## src/rtl/debug_pkg.sv

```systemverilog
// Shared definitions for the debugger UART path: receiver FSM states and frame geometry.
package debug_pkg;

  localparam int unsigned UART_BITS = 8;

  typedef enum logic [1:0] {
    StIdle,
    StStart,
    StData,
    StStop
  } rx_state_e;

endpackage

```

## src/rtl/uart_byte_rx.sv

```systemverilog
// 8N1 byte receiver: 2-flop synchronizer, per-bit tick counter and framing FSM.
module uart_byte_rx
  import debug_pkg::*;
#(
  parameter int unsigned DIVIDER_TICKS = 1023
) (
  input  logic                 clk_in,
  input  logic                 reset,
  input  logic                 rx_in,
  output logic [UART_BITS-1:0] byte_out,
  output logic                 byte_valid,
  output logic                 framing_error,
  output logic                 busy,
  // Same-cycle events for the word assembler, one cycle ahead of the strobes
  output logic                 start_det,
  output logic                 byte_done,
  output logic                 stop_bad,
  output logic [UART_BITS-1:0] shreg
);

  localparam int unsigned CW = $clog2(DIVIDER_TICKS + 1);
  // Loaded with ticks-1 so the sample interval is exactly DIVIDER_TICKS cycles
  localparam logic [CW-1:0] HalfLoad = CW'(DIVIDER_TICKS / 2 - 1);
  localparam logic [CW-1:0] FullLoad = CW'(DIVIDER_TICKS - 1);

  rx_state_e            state_q, state_d;
  logic [CW-1:0]        cnt_q, cnt_d;
  logic [2:0]           bit_cnt_q, bit_cnt_d;
  logic [UART_BITS-1:0] shreg_q, shreg_d;
  logic [UART_BITS-1:0] byte_q, byte_d;
  logic                 byte_valid_q, byte_valid_d;
  logic                 framing_error_q, framing_error_d;
  logic                 rx_meta_q, rx_s_q;

  always_ff @(posedge clk_in) begin
    if (reset) begin
      rx_meta_q       <= 1'b1;
      rx_s_q          <= 1'b1;
      state_q         <= StIdle;
      cnt_q           <= '0;
      bit_cnt_q       <= '0;
      shreg_q         <= '0;
      byte_q          <= '0;
      byte_valid_q    <= 1'b0;
      framing_error_q <= 1'b0;
    end else begin
      rx_meta_q       <= rx_in;
      rx_s_q          <= rx_meta_q;
      state_q         <= state_d;
      cnt_q           <= cnt_d;
      bit_cnt_q       <= bit_cnt_d;
      shreg_q         <= shreg_d;
      byte_q          <= byte_d;
      byte_valid_q    <= byte_valid_d;
      framing_error_q <= framing_error_d;
    end
  end

  always_comb begin
    state_d         = state_q;
    cnt_d           = cnt_q;
    bit_cnt_d       = bit_cnt_q;
    shreg_d         = shreg_q;
    byte_d          = byte_q;
    byte_valid_d    = 1'b0;
    framing_error_d = 1'b0;
    start_det       = 1'b0;
    byte_done       = 1'b0;
    stop_bad        = 1'b0;
    unique case (state_q)
      StIdle: begin
        if (!rx_s_q) begin
          start_det = 1'b1;
          cnt_d     = HalfLoad;
          state_d   = StStart;
        end
      end
      StStart: begin
        if (cnt_q != '0) begin
          cnt_d = cnt_q - 1'b1;
        end else if (!rx_s_q) begin
          cnt_d     = FullLoad;
          bit_cnt_d = '0;
          state_d   = StData;
        end else begin
          state_d = StIdle;
        end
      end
      StData: begin
        if (cnt_q != '0) begin
          cnt_d = cnt_q - 1'b1;
        end else begin
          shreg_d   = {rx_s_q, shreg_q[UART_BITS-1:1]};
          cnt_d     = FullLoad;
          bit_cnt_d = bit_cnt_q + 3'd1;
          if (bit_cnt_q == 3'(UART_BITS - 1)) state_d = StStop;
        end
      end
      StStop: begin
        if (cnt_q != '0) begin
          cnt_d = cnt_q - 1'b1;
        end else begin
          state_d = StIdle;
          if (rx_s_q) begin
            byte_done    = 1'b1;
            byte_valid_d = 1'b1;
            byte_d       = shreg_q;
          end else begin
            stop_bad        = 1'b1;
            framing_error_d = 1'b1;
          end
        end
      end
      default: state_d = StIdle;
    endcase
  end

  assign byte_out      = byte_q;
  assign byte_valid    = byte_valid_q;
  assign framing_error = framing_error_q;
  assign busy          = (state_q != StIdle);
  assign shreg         = shreg_q;

endmodule

```

## src/rtl/uart_word_receiver.sv

```systemverilog
// Reassembles received UART bytes into DATA_WIDTH-bit words (first byte in the MSB),
// discarding a partial word after a long idle gap.
module uart_word_receiver
  import debug_pkg::*;
#(
  parameter int unsigned DIVIDER_TICKS     = 1023,
  parameter int unsigned DATA_WIDTH        = 24,
  parameter int unsigned IDLE_TIMEOUT_BITS = 20
) (
  input  logic                                clk_in,
  input  logic                                reset,
  input  logic                                rx_in,
  output logic [UART_BITS-1:0]                byte_out,
  output logic                                byte_valid,
  output logic [DATA_WIDTH-1:0]               word_out,
  output logic                                word_valid,
  output logic                                framing_error,
  output logic [$clog2(DATA_WIDTH/8):0]       byte_index,
  output logic                                busy
);

  localparam int unsigned NumBytes  = DATA_WIDTH / 8;
  localparam int unsigned IW        = $clog2(NumBytes) + 1;
  localparam int unsigned Limit     = IDLE_TIMEOUT_BITS * DIVIDER_TICKS;
  localparam bit          TimeoutEn = (Limit != 0);
  localparam int unsigned TW        = TimeoutEn ? $clog2(Limit + 1) : 1;

  logic                  start_det, byte_done, stop_bad;
  logic [UART_BITS-1:0]  shreg;
  logic [DATA_WIDTH-1:0] acc_shift;

  logic [DATA_WIDTH-1:0] word_acc_q, word_acc_d;
  logic [DATA_WIDTH-1:0] word_out_q, word_out_d;
  logic                  word_valid_q, word_valid_d;
  logic [IW-1:0]         byte_index_q, byte_index_d;
  logic [TW-1:0]         idle_cnt_q, idle_cnt_d;

  uart_byte_rx #(
    .DIVIDER_TICKS(DIVIDER_TICKS)
  ) u_byte_rx (
    .clk_in        (clk_in),
    .reset         (reset),
    .rx_in         (rx_in),
    .byte_out      (byte_out),
    .byte_valid    (byte_valid),
    .framing_error (framing_error),
    .busy          (busy),
    .start_det     (start_det),
    .byte_done     (byte_done),
    .stop_bad      (stop_bad),
    .shreg         (shreg)
  );

  always_ff @(posedge clk_in) begin
    if (reset) begin
      word_acc_q   <= '0;
      word_out_q   <= '0;
      word_valid_q <= 1'b0;
      byte_index_q <= '0;
      idle_cnt_q   <= '0;
    end else begin
      word_acc_q   <= word_acc_d;
      word_out_q   <= word_out_d;
      word_valid_q <= word_valid_d;
      byte_index_q <= byte_index_d;
      idle_cnt_q   <= idle_cnt_d;
    end
  end

  // Shift form rather than a part-select so DATA_WIDTH == 8 needs no special case
  assign acc_shift = (word_acc_q << 8) | DATA_WIDTH'(shreg);

  always_comb begin
    word_acc_d   = word_acc_q;
    word_out_d   = word_out_q;
    word_valid_d = 1'b0;
    byte_index_d = byte_index_q;
    idle_cnt_d   = idle_cnt_q;

    if (byte_done) begin
      word_acc_d = acc_shift;
      if (byte_index_q == IW'(NumBytes - 1)) begin
        word_out_d   = acc_shift;
        word_valid_d = 1'b1;
        byte_index_d = '0;
      end else begin
        byte_index_d = byte_index_q + 1'b1;
      end
    end else if (stop_bad) begin
      byte_index_d = '0;
    end

    // A start bit in the expiry cycle wins and keeps the partial word
    if (!TimeoutEn || busy || start_det || byte_index_q == '0) begin
      idle_cnt_d = '0;
    end else if (idle_cnt_q == TW'(Limit)) begin
      idle_cnt_d   = '0;
      byte_index_d = '0;
      word_acc_d   = '0;
    end else begin
      idle_cnt_d = idle_cnt_q + 1'b1;
    end
  end

  assign word_out   = word_out_q;
  assign word_valid = word_valid_q;
  assign byte_index = byte_index_q;

endmodule

```

## config.mk

```make
export PLATFORM = sky130hd
export DESIGN_NAME = uart_word_receiver
export DESIGN_NICKNAME = d
export VERILOG_FILES = /design/src/rtl/debug_pkg.sv /design/src/rtl/uart_byte_rx.sv /design/src/rtl/uart_word_receiver.sv
export SDC_FILE = /design/constraint.sdc
export NUM_CORES = 1
export LEC_CHECK = 0
export BUFFER_PORTS_ARGS = -buffer_cell sky130_fd_sc_hd__buf_4
export CORE_ASPECT_RATIO = 1.5
export CORE_MARGIN = 3
export CORE_UTILIZATION = 53
export CTS_CLUSTER_SIZE = 8
export DETAILED_ROUTE_END_ITERATION = 8
export PLACE_DENSITY_LB_ADDON = 0.3
export SLEW_MARGIN = 15
export SYNTH_ARGS = -nofsm -noshare
export SYNTH_HDL_FRONTEND = slang
export SYNTH_HIERARCHICAL = 1
export SYNTH_SLANG_ARGS = --single-unit
export TNS_END_PERCENT = 1
```

## constraint.sdc

```tcl
create_clock -name clk_in -period 2.3 [get_ports clk_in]
set_clock_uncertainty 0.05 [all_clocks]
set_input_delay 0 -clock clk_in [delete_from_list [all_inputs] [get_ports clk_in]]
set_output_delay 0 -clock clk_in [all_outputs]
set_load 0.005 [all_outputs]
```

==> metrics.yaml <==
critical_path:
  crit_path_end_kind: "flop"
  critPathArrivalTime_ps: 2380
  startpoint_type: "flop"
  crit_type: "flop to flop"
  worstPathRequired_ps: 2510
  worstPathMaxFanout: 10
synthesis:
  synth_ff_type: "dfxtp_1"
  syn_inst: 470
  yosys_warnings: 6
  ys_seq_area_frac: 0.459
  netlist_area_sq_um: 4100
  ys_ff_latch: 94
  async_flop_share: 0
  syn_avg_cell_area_sq_um: 8.72
  syn-num-nets: 484
  ys_types: 59
  synth_edf_count: 0
die:
  chipHeight_um: 114
  dieWidth_um: 77.8
  coreArea_sq_um: 7370
  core.rowCount: 38
  start_util: 0.556
  ios: 42
  dieArea_sq_um: 8850
timing:
  setup_violations: 0
  maxSlewHeadroom: 0.580
  fin_crit_sh: 0.946
  worst_slack_ps: 125
  fin_worst_hold_slack_ps: 83.4
  hold_viol: 0
  slew_violations: 0
  fin_crit_ps: 2180
  rsz0062_at_grt: "no"
  tightest_slew_ps: 630
  max_freq_mhz: 460
power_and_ir_drop:
  p_per_area_nw_per_um2: 689
  switching_share: 0.288
  clkPwrFrac: 0.298
  power.leakage_nw: 1.71
  vdd_drop_max_mv: 0.434
  p_switching_mw: 0.942
  seq_power_share: 0.519
  power_frac_comb: 0.182
  p_int_mw: 2.33
  total_power_mw: 3.27
cells_and_area:
  diodes: 0
  drive_gt1_frac: 0.183
  area_growth_syn_to_layout_pct: 15.7
  fin_nets: 529
  fin_util: 0.644
  finish.instance_area_sq_um: 4740
clock_tree:
  cts-root-buf: "clkbuf_8"
  cts_buffers: 9
  clkSlewWorstSetupHoldPaths_ps: 90
  cts_tree: "built"
  clockBufferDepth: 2
  htree_num_levels: 3
  cts_setup_buffers: 0
  cts_sinks: 94
  clock_latency_ps: 360
outcome:
  status: "completed"
detailed_routing:
  drt_iter0_markers: 129
  drc: 0
  routed_wl_um: 8500
  ant_nets: 0
  via_per_inst: 5.51
  vias: 3417
  wl_per_cell_um: 13.7
  dr.pass1.iters: 5
grt:
  grt_overflow: 0
  track_usage: 0.209
  grt_pass1_vias: 3323
  grt_pass1_wl_um: 15000
  grt_max_degree: 65
  antenna_found_initial: 0
placement:
  gp_congestion: 0.828
  port_buffers: 41
  hpwl_um: 6140
  pre_cts_ws_ps: 184
  placed_area_sq_um: 4550
run:
  maxCapViolCount: 0
worst_hold_path:
  worst_hold_path_type: "input port to flop"
## cells in the final DEF, fill, tap and decap left out, types with 2 or more instances in the layout
| cell | Yosys | final |
|---|---|---|
| buf_12 | 0 | 2 |
| a311oi_1 | 3 | 3 |
| nor3b_1 | 4 | 4 |
| clkinv_2 | 0 | 4 |
| nand3_1 | 16 | 16 |
| a21o_1 | 3 | 3 |
| a31oi_1 | 3 | 3 |
| xnor2_1 | 8 | 8 |
| nor4_1 | 4 | 3 |
| nor2_1 | 55 | 55 |
| or2_2 | 3 | 3 |
| o21ai_0 | 5 | 5 |
| a221oi_1 | 3 | 2 |
| or4_4 | 2 | 2 |
| inv_1 | 17 | 17 |
| dfxtp_1 | 94 | 94 |
| and3_1 | 4 | 4 |
| nand2b_1 | 2 | 2 |
| a21oi_1 | 52 | 52 |
| a31o_2 | 2 | 2 |
| xor2_1 | 5 | 5 |
| ha_1 | 11 | 11 |
| nand4_1 | 8 | 8 |
| buf_4 | 0 | 59 |
| or3_1 | 3 | 3 |
| a41oi_1 | 2 | 2 |
| a2111oi_2 | 2 | 2 |
| a211oi_1 | 4 | 4 |
| clkbuf_8 | 1 | 10 |
| nor3_1 | 14 | 14 |
| mux2i_1 | 24 | 24 |
| nand2_1 | 64 | 64 |
## cells in the mapped netlist (5+ instances only)
master	instances	share of area
o21ai_0	5	0.0061
a21oi_1	52	0.063
xor2_1	5	0.011
nor2_1	55	0.050
xnor2_1	8	0.017
clkbuf_1	17	0.016
nand4_1	8	0.012
nand3_1	16	0.020
mux2i_1	24	0.059
ha_1	11	0.034
dfxtp_1	94	0.46
nor3_1	14	0.017
nand2_1	64	0.059
inv_1	17	0.016
## registers in the layout (all words and copies together), names as in the netlist, 3 cells and up, named ones only
| name | count |
|---|---|
| word_out | 24 |
| u_byte_rx/byte_out | 8 |
| u_byte_rx/cnt_q | 10 |
| byte_index | 3 |
| u_byte_rx/bit_cnt_q | 3 |
| u_byte_rx/shreg | 8 |
| idle_cnt_q | 15 |
| word_acc_q | 16 |
## cell families (layout without fill, tap and decap cells)
family          count (synthesis)  in the layout  share of synthesized area
flops                          94             94                      0.459
fa+ha+maj                      11             11                     0.0336
compound gates                 92             92                      0.146
simple gates                  191            191                      0.221
xor+xnor                       13             13                     0.0278
buf+inv                        45             95                     0.0549
mux                            24             24                     0.0586
## worst paths after layout
path / slack, ps / endpoint / start / cells past startpoint
worst max-delay path: 120 / u_byte_rx/cnt_q[5] / u_byte_rx/cnt_q[6] / 4
worst min-delay path: 80 / u_byte_rx/byte_out[3] / reset / 2
worst max register to register: 120 / u_byte_rx/cnt_q[5] / u_byte_rx/cnt_q[6] / 4
worst min register to register: 370 / u_byte_rx/rx_s_q / u_byte_rx/rx_meta_q / 1
## worst max-delay path: stages (launching register included)
cell      delay, ps
dfxtp_1         370
or4_4           570
a2111o_1        570
and2_4          240
a311oi_1        280
## layer usage
metal,vias to the layer above,track usage,share of wire
li1,1726,-,-
met1,1579,0.239,0.41
met3,24,0.0348,0.046
met2,88,0.372,0.52
met5,-,0,0
met4,0,0.107,0.030
## power by group through the flow
stage / Clock (mW) / Sequential (mW) / Combinational (mW)
after CTS: 1.00 / 1.70 / 0.581
final: 0.974 / 1.70 / 0.596
after detailed placement: 0 / 1.74 / 0.577
after floorplan: 0 / 1.73 / 0.406
after global routing: 1.06 / 1.70 / 0.659
after global placement: 0 / 1.73 / 0.568
## timing repair
item / CTS / global route
hold buffers: 1 / 0
endpoints found under the hold margin: 1 / 0
gates resized for setup: 0 / 1
setup endpoints to repair: 0 / 1
## metrics by stage
| step | std cells | setup TNS, ps |
|---|---|---|
| 3_5_place_dp | 603 | 0 |
| 2_1_floorplan | 470 | -267 |
| 5_1_grt | 620 | 0 |
| 6_report | 620 | 0 |
| 3_3_place_gp | 603 | 0 |
| 4_1_cts | 620 | 0 |
## layout make-up
cell class                      count  area (sq um)
Inverter                           17          63.8
Tap cell                          100           125
Multi-Input combinational cell    331          2010
Clock inverter                      6          36.3
Sequential cell                    94          1880
Clock buffer                       10           138
Fill cell                         626          2630
Timing Repair Buffer               62           493
(Power assumes the default switching activity.)
